<file path="src/rtl/serpent_xts_sector_ctrl_if.sv">
// ============================================================================
// Module   : serpent_xts_sector_ctrl_if
// Brief    : Command, stream and core-side bundle of the XTS sector sequencer.
// Revision : 1.0 - initial release
// ============================================================================
`timescale 1ns/1ps
`default_nettype none

interface serpent_xts_sector_ctrl_if #(
    parameter int NBLK_W = 6
);
    logic              start;
    logic [255:0]      key1;
    logic [255:0]      key2;
    logic [127:0]      tweak;
    logic [NBLK_W-1:0] nblk;

    logic              in_valid;
    logic [127:0]      in_data;
    logic              in_ready;

    logic              out_valid;
    logic [127:0]      out_data;
    logic              out_ready;

    logic              busy;
    logic              done;
    logic              error;

    logic [255:0]      core_key;
    logic              core_key_valid;
    logic              core_enable;
    logic [127:0]      core_data;
    logic [127:0]      core_rdata;
    logic              core_valid;

    // Sequencer side
    modport slave (
        input  start, key1, key2, tweak, nblk,
        input  in_valid, in_data,
        output in_ready,
        output out_valid, out_data,
        input  out_ready,
        output busy, done, error,
        output core_key, core_key_valid, core_enable, core_data,
        input  core_rdata, core_valid
    );

    // Environment side: host, DMA streams and encrypt core
    modport master (
        output start, key1, key2, tweak, nblk,
        output in_valid, in_data,
        input  in_ready,
        input  out_valid, out_data,
        output out_ready,
        input  busy, done, error,
        input  core_key, core_key_valid, core_enable, core_data,
        output core_rdata, core_valid
    );
endinterface

`default_nettype wire

</file>
<file path="src/rtl/serpent_xts_sector_ctrl.sv">
// ============================================================================
// Module   : serpent_xts_sector_ctrl
// Brief    : XTS sector sequencer around a single-shot Serpent encrypt core.
//            Optional core watchdog: SERPENT_XTS_CTRL_TIMEOUT_EN.
// Revision : 1.0 - initial release
// ============================================================================
`timescale 1ns/1ps
`default_nettype none

module serpent_xts_sector_ctrl #(
    parameter int NBLK_W      = 6
`ifdef SERPENT_XTS_CTRL_TIMEOUT_EN
   ,parameter int TIMEOUT_CYC = 1023
`endif
) (
    input  logic                     clk,
    input  logic                     rst_n,
    serpent_xts_sector_ctrl_if.slave bus
);

    typedef enum logic [2:0] {
        S_IDLE    = 3'd0,
        S_TWK_RUN = 3'd1,
        S_GAP     = 3'd2,
        S_BLK_IN  = 3'd3,
        S_BLK_RUN = 3'd4,
        S_BLK_OUT = 3'd5
    } state_t;

    state_t            state_q;
    state_t            state_d;

    logic [255:0]      key1_q;
    logic [255:0]      key2_q;
    logic [127:0]      t_q;
    logic [127:0]      x_q;
    logic [127:0]      c_q;
    logic [NBLK_W-1:0] nblk_q;
    logic [NBLK_W-1:0] cnt_q;
    logic              done_q;

    logic [127:0]      t_alpha;
    logic              last_blk;
    logic              tmo_hit;

    // Multiply by alpha in GF(2^128), x^128 + x^7 + x^2 + x + 1
    assign t_alpha  = {t_q[126:0], 1'b0} ^ (t_q[127] ? 128'h87 : 128'h0);
    assign last_blk = (cnt_q == (nblk_q - NBLK_W'(1)));

`ifdef SERPENT_XTS_CTRL_TIMEOUT_EN
    localparam int TMO_W = $clog2(TIMEOUT_CYC + 1);

    logic [TMO_W-1:0] tmo_q;
    logic             error_q;
    logic             core_run;

    assign core_run = (state_q == S_TWK_RUN) || (state_q == S_BLK_RUN);
    assign tmo_hit  = core_run && (tmo_q == TMO_W'(TIMEOUT_CYC - 1));

    always_ff @(posedge clk or negedge rst_n) begin
        if (!rst_n) begin
            tmo_q   <= '0;
            error_q <= 1'b0;
        end else begin
            // Restart the watchdog whenever a core op is entered
            if (state_d != state_q) begin
                tmo_q <= '0;
            end else if (core_run) begin
                tmo_q <= tmo_q + TMO_W'(1);
            end
            if ((state_q == S_IDLE) && bus.start) begin
                error_q <= 1'b0;
            end else if (tmo_hit && !bus.core_valid) begin
                error_q <= 1'b1;
            end
        end
    end

    assign bus.error = error_q;
`else
    assign tmo_hit   = 1'b0;
    assign bus.error = 1'b0;
`endif

    always_ff @(posedge clk or negedge rst_n) begin
        if (!rst_n) begin
            state_q <= S_IDLE;
        end else begin
            state_q <= state_d;
        end
    end

    always_comb begin
        state_d            = state_q;
        bus.in_ready       = 1'b0;
        bus.out_valid      = 1'b0;
        bus.out_data       = '0;
        bus.core_key       = '0;
        bus.core_key_valid = 1'b0;
        bus.core_enable    = 1'b0;
        bus.core_data      = '0;

        case (state_q)
            S_IDLE: begin
                if (bus.start && (bus.nblk != '0)) begin
                    state_d = S_TWK_RUN;
                end
            end
            S_TWK_RUN: begin
                bus.core_key       = key2_q;
                bus.core_data      = t_q;
                bus.core_key_valid = 1'b1;
                bus.core_enable    = 1'b1;
                if (bus.core_valid) begin
                    state_d = S_GAP;
                end else if (tmo_hit) begin
                    state_d = S_IDLE;
                end
            end
            S_GAP: begin
                state_d = S_BLK_IN;
            end
            S_BLK_IN: begin
                bus.in_ready = 1'b1;
                if (bus.in_valid) begin
                    state_d = S_BLK_RUN;
                end
            end
            S_BLK_RUN: begin
                bus.core_key       = key1_q;
                bus.core_data      = x_q;
                bus.core_key_valid = 1'b1;
                bus.core_enable    = 1'b1;
                if (bus.core_valid) begin
                    state_d = S_BLK_OUT;
                end else if (tmo_hit) begin
                    state_d = S_IDLE;
                end
            end
            S_BLK_OUT: begin
                bus.out_valid = 1'b1;
                bus.out_data  = c_q;
                if (bus.out_ready) begin
                    state_d = last_blk ? S_IDLE : S_GAP;
                end
            end
            default: begin
                state_d = S_IDLE;
            end
        endcase
    end

    // The tweak register holds the raw sector tweak until the key2 op returns T0
    always_ff @(posedge clk or negedge rst_n) begin
        if (!rst_n) begin
            key1_q <= '0;
            key2_q <= '0;
            t_q    <= '0;
            x_q    <= '0;
            c_q    <= '0;
            nblk_q <= '0;
            cnt_q  <= '0;
            done_q <= 1'b0;
        end else begin
            done_q <= 1'b0;
            case (state_q)
                S_IDLE: begin
                    if (bus.start) begin
                        key1_q <= bus.key1;
                        key2_q <= bus.key2;
                        t_q    <= bus.tweak;
                        nblk_q <= bus.nblk;
                        cnt_q  <= '0;
                        done_q <= (bus.nblk == '0);
                    end
                end
                S_TWK_RUN: begin
                    if (bus.core_valid) begin
                        t_q <= bus.core_rdata;
                    end
                end
                S_BLK_IN: begin
                    if (bus.in_valid) begin
                        x_q <= bus.in_data ^ t_q;
                    end
                end
                S_BLK_RUN: begin
                    if (bus.core_valid) begin
                        c_q <= bus.core_rdata ^ t_q;
                    end
                end
                S_BLK_OUT: begin
                    if (bus.out_ready) begin
                        t_q    <= t_alpha;
                        cnt_q  <= cnt_q + NBLK_W'(1);
                        done_q <= last_blk;
                    end
                end
                default: begin
                end
            endcase
        end
    end

    assign bus.busy = (state_q != S_IDLE);
    assign bus.done = done_q;

endmodule

`default_nettype wire
</file>
<file path="src/flat_wrapper.sv">
// flat-port wrapper written by rule: the top's interface ports become plain ports
module serpent_xts_sector_ctrl_flat 
#(
    parameter int NBLK_W      = 6

)
  (clk, rst_n, bus_start, bus_key1, bus_key2, bus_tweak, bus_nblk, bus_in_valid, bus_in_data, bus_in_ready, bus_out_valid, bus_out_data, bus_out_ready, bus_busy, bus_done, bus_error, bus_core_key, bus_core_key_valid, bus_core_enable, bus_core_data, bus_core_rdata, bus_core_valid);
  serpent_xts_sector_ctrl_if #(.NBLK_W(NBLK_W)) bus_i ();
  input  logic clk;
  input  logic rst_n;
  input wire logic [$bits(bus_i.start)-1:0] bus_start;
  input wire logic [$bits(bus_i.key1)-1:0] bus_key1;
  input wire logic [$bits(bus_i.key2)-1:0] bus_key2;
  input wire logic [$bits(bus_i.tweak)-1:0] bus_tweak;
  input wire logic [$bits(bus_i.nblk)-1:0] bus_nblk;
  input wire logic [$bits(bus_i.in_valid)-1:0] bus_in_valid;
  input wire logic [$bits(bus_i.in_data)-1:0] bus_in_data;
  output wire logic [$bits(bus_i.in_ready)-1:0] bus_in_ready;
  output wire logic [$bits(bus_i.out_valid)-1:0] bus_out_valid;
  output wire logic [$bits(bus_i.out_data)-1:0] bus_out_data;
  input wire logic [$bits(bus_i.out_ready)-1:0] bus_out_ready;
  output wire logic [$bits(bus_i.busy)-1:0] bus_busy;
  output wire logic [$bits(bus_i.done)-1:0] bus_done;
  output wire logic [$bits(bus_i.error)-1:0] bus_error;
  output wire logic [$bits(bus_i.core_key)-1:0] bus_core_key;
  output wire logic [$bits(bus_i.core_key_valid)-1:0] bus_core_key_valid;
  output wire logic [$bits(bus_i.core_enable)-1:0] bus_core_enable;
  output wire logic [$bits(bus_i.core_data)-1:0] bus_core_data;
  input wire logic [$bits(bus_i.core_rdata)-1:0] bus_core_rdata;
  input wire logic [$bits(bus_i.core_valid)-1:0] bus_core_valid;
  assign bus_i.start = bus_start;
  assign bus_i.key1 = bus_key1;
  assign bus_i.key2 = bus_key2;
  assign bus_i.tweak = bus_tweak;
  assign bus_i.nblk = bus_nblk;
  assign bus_i.in_valid = bus_in_valid;
  assign bus_i.in_data = bus_in_data;
  assign bus_in_ready = bus_i.in_ready;
  assign bus_out_valid = bus_i.out_valid;
  assign bus_out_data = bus_i.out_data;
  assign bus_i.out_ready = bus_out_ready;
  assign bus_busy = bus_i.busy;
  assign bus_done = bus_i.done;
  assign bus_error = bus_i.error;
  assign bus_core_key = bus_i.core_key;
  assign bus_core_key_valid = bus_i.core_key_valid;
  assign bus_core_enable = bus_i.core_enable;
  assign bus_core_data = bus_i.core_data;
  assign bus_i.core_rdata = bus_core_rdata;
  assign bus_i.core_valid = bus_core_valid;
  serpent_xts_sector_ctrl #(.NBLK_W(NBLK_W)) u_core (.clk(clk), .rst_n(rst_n), .bus(bus_i));
endmodule
</file>
<file path="config.mk">
export PLATFORM = sky130hd
export DESIGN_NAME = serpent_xts_sector_ctrl_flat
export DESIGN_NICKNAME = d
export VERILOG_FILES = /design/src/rtl/serpent_xts_sector_ctrl_if.sv /design/src/rtl/serpent_xts_sector_ctrl.sv /design/src/flat_wrapper.sv
export SDC_FILE = /design/constraint.sdc
export NUM_CORES = 2
export LEC_CHECK = 0
export CORE_AREA = 2 2 550 552
export DETAILED_ROUTE_END_ITERATION = 6
export DIE_AREA = 0 0 552 554
export PLACE_DENSITY = 0.4
export SYNTH_ARGS = -nofsm -noshare
export SYNTH_HDL_FRONTEND = slang
export SYNTH_SLANG_ARGS = --single-unit
export TNS_END_PERCENT = 1
</file>
<file path="constraint.sdc">
create_clock -name clk -period 3 [get_ports clk]
set_input_delay 0.45 -clock clk [delete_from_list [all_inputs] [get_ports clk]]
set_output_delay 0.45 -clock clk [all_outputs]
set_load 0.01 [all_outputs]
</file>
; ---- Word-level counts from Yosys, hierarchy flattened
; Cells that the tools add are included.
; Widths: inputs -> output; s select.
[totals]
regBits = 912
input_bits = 908
word_cells = 64
[op_classes]
n_addsub = 2
n_eq_ne = 12
muxes = 24
bitwise_logic = 3
n_reduce_logical = 14
[ops]
columns = cell, count
row1 = $mux 128, 4
row2 = $pmux 256 s2, 1
row3 = $pmux 128 s3, 1
row4 = $xor 128x128->128, 3
row5 = $pmux 128 s2, 1
row6 = $pmux 3 s6, 1
row7 = $mux 3, 5
row8 = $mux 6, 2
row9 = $pmux 6 s2, 1
row10 = $ne 2x2->1 const B, 5
row11 = $mux 8, 1
row12 = $add 6x1->6 const B, 1
row13 = $eq 3x2->1 const B, 2
row14 = $eq 3x3->1 const B, 2
row15 = $eq 6x6->1, 1
row16 = $logic_not 6->1, 1
row17 = $reduce_and 2->1, 3
row18 = $reduce_bool 3->1, 2
row19 = $reduce_bool 6->1, 1
row20 = $sub 6x1->6 const B, 1
row21 = $mux 1, 5
row22 = $reduce_and 5->1, 1
row23 = $reduce_and 4->1, 1
row24 = $eq 3x1->1 const B, 1
row25 = 8 further kinds, 8

; ---- Depth between registers and ports, before layout
[depth]
ltp_word = 5
depth_mapped = 10
mapped_depth_nobuf = 7

; ---- Least setup slack after synthesis
; OpenSTA, ideal clock, no wires.
[synth_path]
path_kind = register to output
start = reg u_core.state_q[1]
end = out bus_core_key[234]
arrival_ns = 1.467
setup_slack_ns = 1.083
stages_incl_launch_ff = 7
path_buffers = 3
path_cell_list = dfrtp_1 -> buf_2 -> nand2b_4 -> nor2_4 -> buf_2 -> clkbuf_1 -> a22o_1
[synth_via]
elab_chain_len = 2
word_cells_on_any_way = 3
cone_classes = 2 x eq/ne / 1 x mux
[synth_rtl]
columns = item, line_no
row1 = "start, declared", serpent_xts_sector_ctrl.sv:30  ; state_t state_q;
row2 = "start signal, assigned", serpent_xts_sector_ctrl.sv:89  ; state_q <= state_d;
row3 = $eq 3x3->1 or $eq 3x1->1 (tied branches), serpent_xts_sector_ctrl.sv:103  ; case (state_q)
row4 = $pmux 256 s2 (*), serpent_xts_sector_ctrl.sv:103
row5 = "end, declared", flat_wrapper.sv:25  ; output wire logic [$bits(bus_i.core_key)-1:0] bus_core_key;
; Every way passes the cells marked *; elsewhere a longest branch is shown, timed or not.

; ---- Worst setup path in the final report
[layout_path]
start = reg u_core.state_q[1]
end = out bus_core_key[127]
; The elaborated chain is that of the path after synthesis.

==> summary.txt <==
Run status
  • Status: finished with violations
  • Violations in the final reports: negative setup slack

Critical path
  • Element type at the critical path start: register
  • Required time of the worst setup path: 2.55 ns
  • Reg2reg start: u_core.state_q[2]
  • CP Max Fanout: 16
  • Critical path endpoint category: output pin
  • Startpoint of the most critical setup path: u_core.state_q[1]
  • Signal arrival time at the worst endpoint: 3.07 ns
  • Critical Setup Path Class: reg -> out

Placed design
  • Post-place setup slack: 0.1484 ns
  • Area after detailed placement: 62,950 sq um
  • Count of port buffers added during placement: 1,425
  • Final GP Congestion: 0.8821
  • HPWL after detailed placement: 206.0 mm

Timing
  • Least setup slack across all paths after layout: -0.5164 ns
  • Number of slew-limit violations in the final report: 0
  • Setup violators final: 452
  • Final Hold Vio Count: 0
  • Transition time of the tightest slew-check pin: 0.9509 ns
  • Post-route minimum period: 3.516 ns
  • Max-slew headroom at the worst pin: 0.3661
  • Achievable Freq: 0.2844 GHz
  • Clk_skew: 0.07089 ns
  • Final TNS setup: -111.62 ns
  • RSZ-0062 raised after global routing: yes
  • Share of the clock period used by the worst path after layout: 1.172

Synth
  • Commonest register cell after synthesis: sky130_fd_sc_hd__dfrtp_1
  • Cell area after synthesis: 43,180 sq um
  • Syn Nets: 5,729
  • Avg Synthesized Cell Area: 8.960 sq um
  • Adder-cell share of the synthesized area: 0.0005795
  • Synth Area in Compound Gates: 0.1400
  • Async set-reset flop share out of synthesis: 1.000
  • Ys Warns: 0
  • Count of different cell masters after synthesis: 38
  • Largest family of logic cells by synthesized area: simple AND/OR/NAND/NOR gates
  • Mux cell area share after synthesis: 0.02921
  • Simple-gate portion of the synthesized area: 0.2038
  • Number of enable flip-flop cells after synthesis: 0
  • Total of flip-flops plus latches after synthesis: 912
  • Xor/xnor share of the synthesized area: 0.05477
  • Count of mapped cells out of synthesis: 4,819
  • Sequential share of the synthesized area: 0.5285

Global routing
  • Vias in the first global route: 41,850
  • Number of antenna violations at the first check in global routing: 90
  • GR Util All Layers: 0.1635
  • Largest net degree at the start of global routing: 99
  • Global-route wire length before repair: 353.9 mm
  • Overflow left after global routing: 0

Drt
  • Final Routed Wirelength: 264.2 mm
  • Vias per Instance: 3.960
  • Number of DRC violations after detailed routing: 0
  • Routed Antenna Nets: 0
  • Iteration count of the initial detailed-routing pass: 5
  • 1st-iter DRT viols: 2,902
  • Wire per inst: 25.54 microns
  • DR vias: 40,970

Hold path
  • Worst hold path class: in -> reg
  • Hold Path Origin: bus_key2[95]

Layout
  • Final core utilization: 0.2249
  • Most common cell after layout, fill and taps aside: sky130_fd_sc_hd__nand2_1
  • Area growth, synth to finish: 55.85%
  • Number of fill cells in the layout: 32,770
  • Total area of multi-input combinational cells: 18,780 sq um
  • Area of all sequential standard cells: 22,830 sq um
  • Leading cell types in the layout, fill and taps excluded: 1,812 x sky130_fd_sc_hd__nand2_1, 1,101 x sky130_fd_sc_hd__clkdlybuf4s50_1, 909 x sky130_fd_sc_hd__dfrtp_1
  • Post-layout net count: 7,173
  • Area of all placed cells without fillers: 67,300 sq um
  • Fraction of final layout cells with drive strength greater than 1: 0.1266

Die
  • Die boundary height: 554 microns
  • Number of primary I/O pins: 1,427
  • Core Rows: 201
  • Overall die area: 305,800 sq um
  • Placeable core region: 299,300 sq um
  • Floorplan die width: 552 microns
  • Initial cell density of the core: 0.1443

Power and ir drop
  • Internal Power: 40.25 mW
  • Sw Share: 0.4143
  • Flop pwr share: 0.350
  • Power share of the combinational group: 0.433
  • Leakage power of the design: 30.24 nW
  • Power density cells: 1021 nW/um^2
  • IR Drop Worst-Case VDD: 565.4 uV
  • Clk network pwr share: 0.217
  • Net switching power of the design: 28.48 mW

CTS
  • Number of buffers created by CTS: 119
  • TritonCTS clock tree: done
  • Deepest clock path buffer count: 4
  • TritonCTS Sinks: 912
  • Source-to-sink clock delay at the later pin of the worst-skew pair: 0.86 ns
  • Clock H-tree levels: 3
  • Root buffer cell: sky130_fd_sc_hd__clkbuf_16
  • Clock transition time at the flip-flop clock pins of the worst setup and hold paths: 0.06 ns

Job
  • Number of max-cap violations: 0
## registers in the layout, indices dropped and copies added (netlist names)
register,flops
u_core.key1_q,256
u_core.key2_q,256
u_core.c_q,128
u_core.t_q,128
u_core.x_q,128
u_core.cnt_q,6
u_core.nblk_q,6
u_core.state_q,3
u_core.bus.done,1
## cell families (layout without fill, tap and decap cells)
group                      Yosys count  count (layout)
other                                1              34
DFF                                912             912
xor gates and xnor gates           270             270
muxes                              126             126
buffers and inverters              357            1891
AOI/OAI and AO/OA                  915             915
and+or+nand+nor                   2236            2236
adders and majority gates            2               2
## critical path, cell delays in order, from the launching register on
cell	delay, ns
sky130_fd_sc_hd__dfrtp_2	0.47
sky130_fd_sc_hd__nor3b_4	0.29
sky130_fd_sc_hd__buf_4	0.16
sky130_fd_sc_hd__clkbuf_16	0.21
sky130_fd_sc_hd__buf_6	0.22
sky130_fd_sc_hd__a22o_1	0.18
sky130_fd_sc_hd__clkdlybuf4s50_1	0.55
## synth_stat cells, types with 2 or more instances
master | instances | area share
sky130_fd_sc_hd__a211oi_1 | 3 | 0.00052
sky130_fd_sc_hd__a21oi_1 | 261 | 0.030
sky130_fd_sc_hd__a22o_1 | 385 | 0.078
sky130_fd_sc_hd__and2_1 | 132 | 0.019
sky130_fd_sc_hd__buf_1 | 20 | 0.0017
sky130_fd_sc_hd__buf_2 | 135 | 0.016
sky130_fd_sc_hd__buf_4 | 44 | 0.0076
sky130_fd_sc_hd__buf_6 | 24 | 0.0063
sky130_fd_sc_hd__clkbuf_1 | 129 | 0.011
sky130_fd_sc_hd__dfrtp_1 | 912 | 0.53
sky130_fd_sc_hd__ha_1 | 2 | 0.00058
sky130_fd_sc_hd__inv_1 | 5 | 0.00043
sky130_fd_sc_hd__mux2i_1 | 126 | 0.029
sky130_fd_sc_hd__nand2_1 | 1814 | 0.16
sky130_fd_sc_hd__nand2b_1 | 3 | 0.00043
sky130_fd_sc_hd__nand3_1 | 3 | 0.00035
sky130_fd_sc_hd__nand4_1 | 2 | 0.00029
sky130_fd_sc_hd__nor2_1 | 269 | 0.023
sky130_fd_sc_hd__nor2_4 | 2 | 0.00052
sky130_fd_sc_hd__nor3_1 | 3 | 0.00035
sky130_fd_sc_hd__o21ai_0 | 160 | 0.019
sky130_fd_sc_hd__o21ai_1 | 101 | 0.012
sky130_fd_sc_hd__xnor2_1 | 266 | 0.054
sky130_fd_sc_hd__xor2_1 | 4 | 0.00081
## routing by layer
layer,share of wire,global-route usage
met1,0.42,0.2017
met2,0.48,0.2781
met5,0.00067,0
met4,0.030,0.04648
met3,0.072,0.04307
## per-stage QoR
step                power, mW  instances  hold WS [ns]
floorplan               37.33       4819        0.1544
finish                  68.73      10340        0.1373
global route            72.85      10330       0.07702
global placement        52.97      10070        0.4570
detailed placement      53.12      10070        0.4624
CTS                     69.16      10290       0.03368
## power groups by stage
stage	Clock [mW]	Combinational [mW]	Sequential, mW
4_1_cts	15.3	29.9	23.9
6_report	14.9	29.8	24.1
2_1_floorplan	0	16.2	21.1
3_5_place_dp	0	29.1	24.0
3_3_place_gp	0	28.7	24.2
5_1_grt	15.8	32.6	24.5
## layout make-up
class,instances,share of cell area
Clock inverter,41,0.008088
Inverter,5,0.0002789
Sequential cell,912,0.3392
Clock buffer,170,0.05111
Multi-Input combinational cell,3550,0.2791
Tap cell,3958,0.07359
Timing Repair Buffer,1675,0.2474
Antenna cell,33,0.001227
## repair_timing
item                                    CTS  global route
gates resized for setup                 656           489
cloned                                    5            11
pin swaps                                23            80
endpoints found under the setup margin  517           517
endpoints found under the hold margin    47             0
hold buffers                              1             0
setup buffers                             5            12
## path summary, 6_finish.rpt
check                           slack (ns)  cells after the start            endpoint
worst max-delay path                 -0.52                      6   bus_core_key[127]
worst min-delay path                  0.14                      3   u_core.key2_q[95]
worst max register to register        0.15                      9      u_core.t_q[54]
worst min register to register        0.47                      2  u_core.key1_q[200]
max in group asynchronous             1.73                      3   u_core.key2_q[90]
min in group asynchronous             0.19                      2      u_core.c_q[89]
Power figures use the tool's default switching activity.
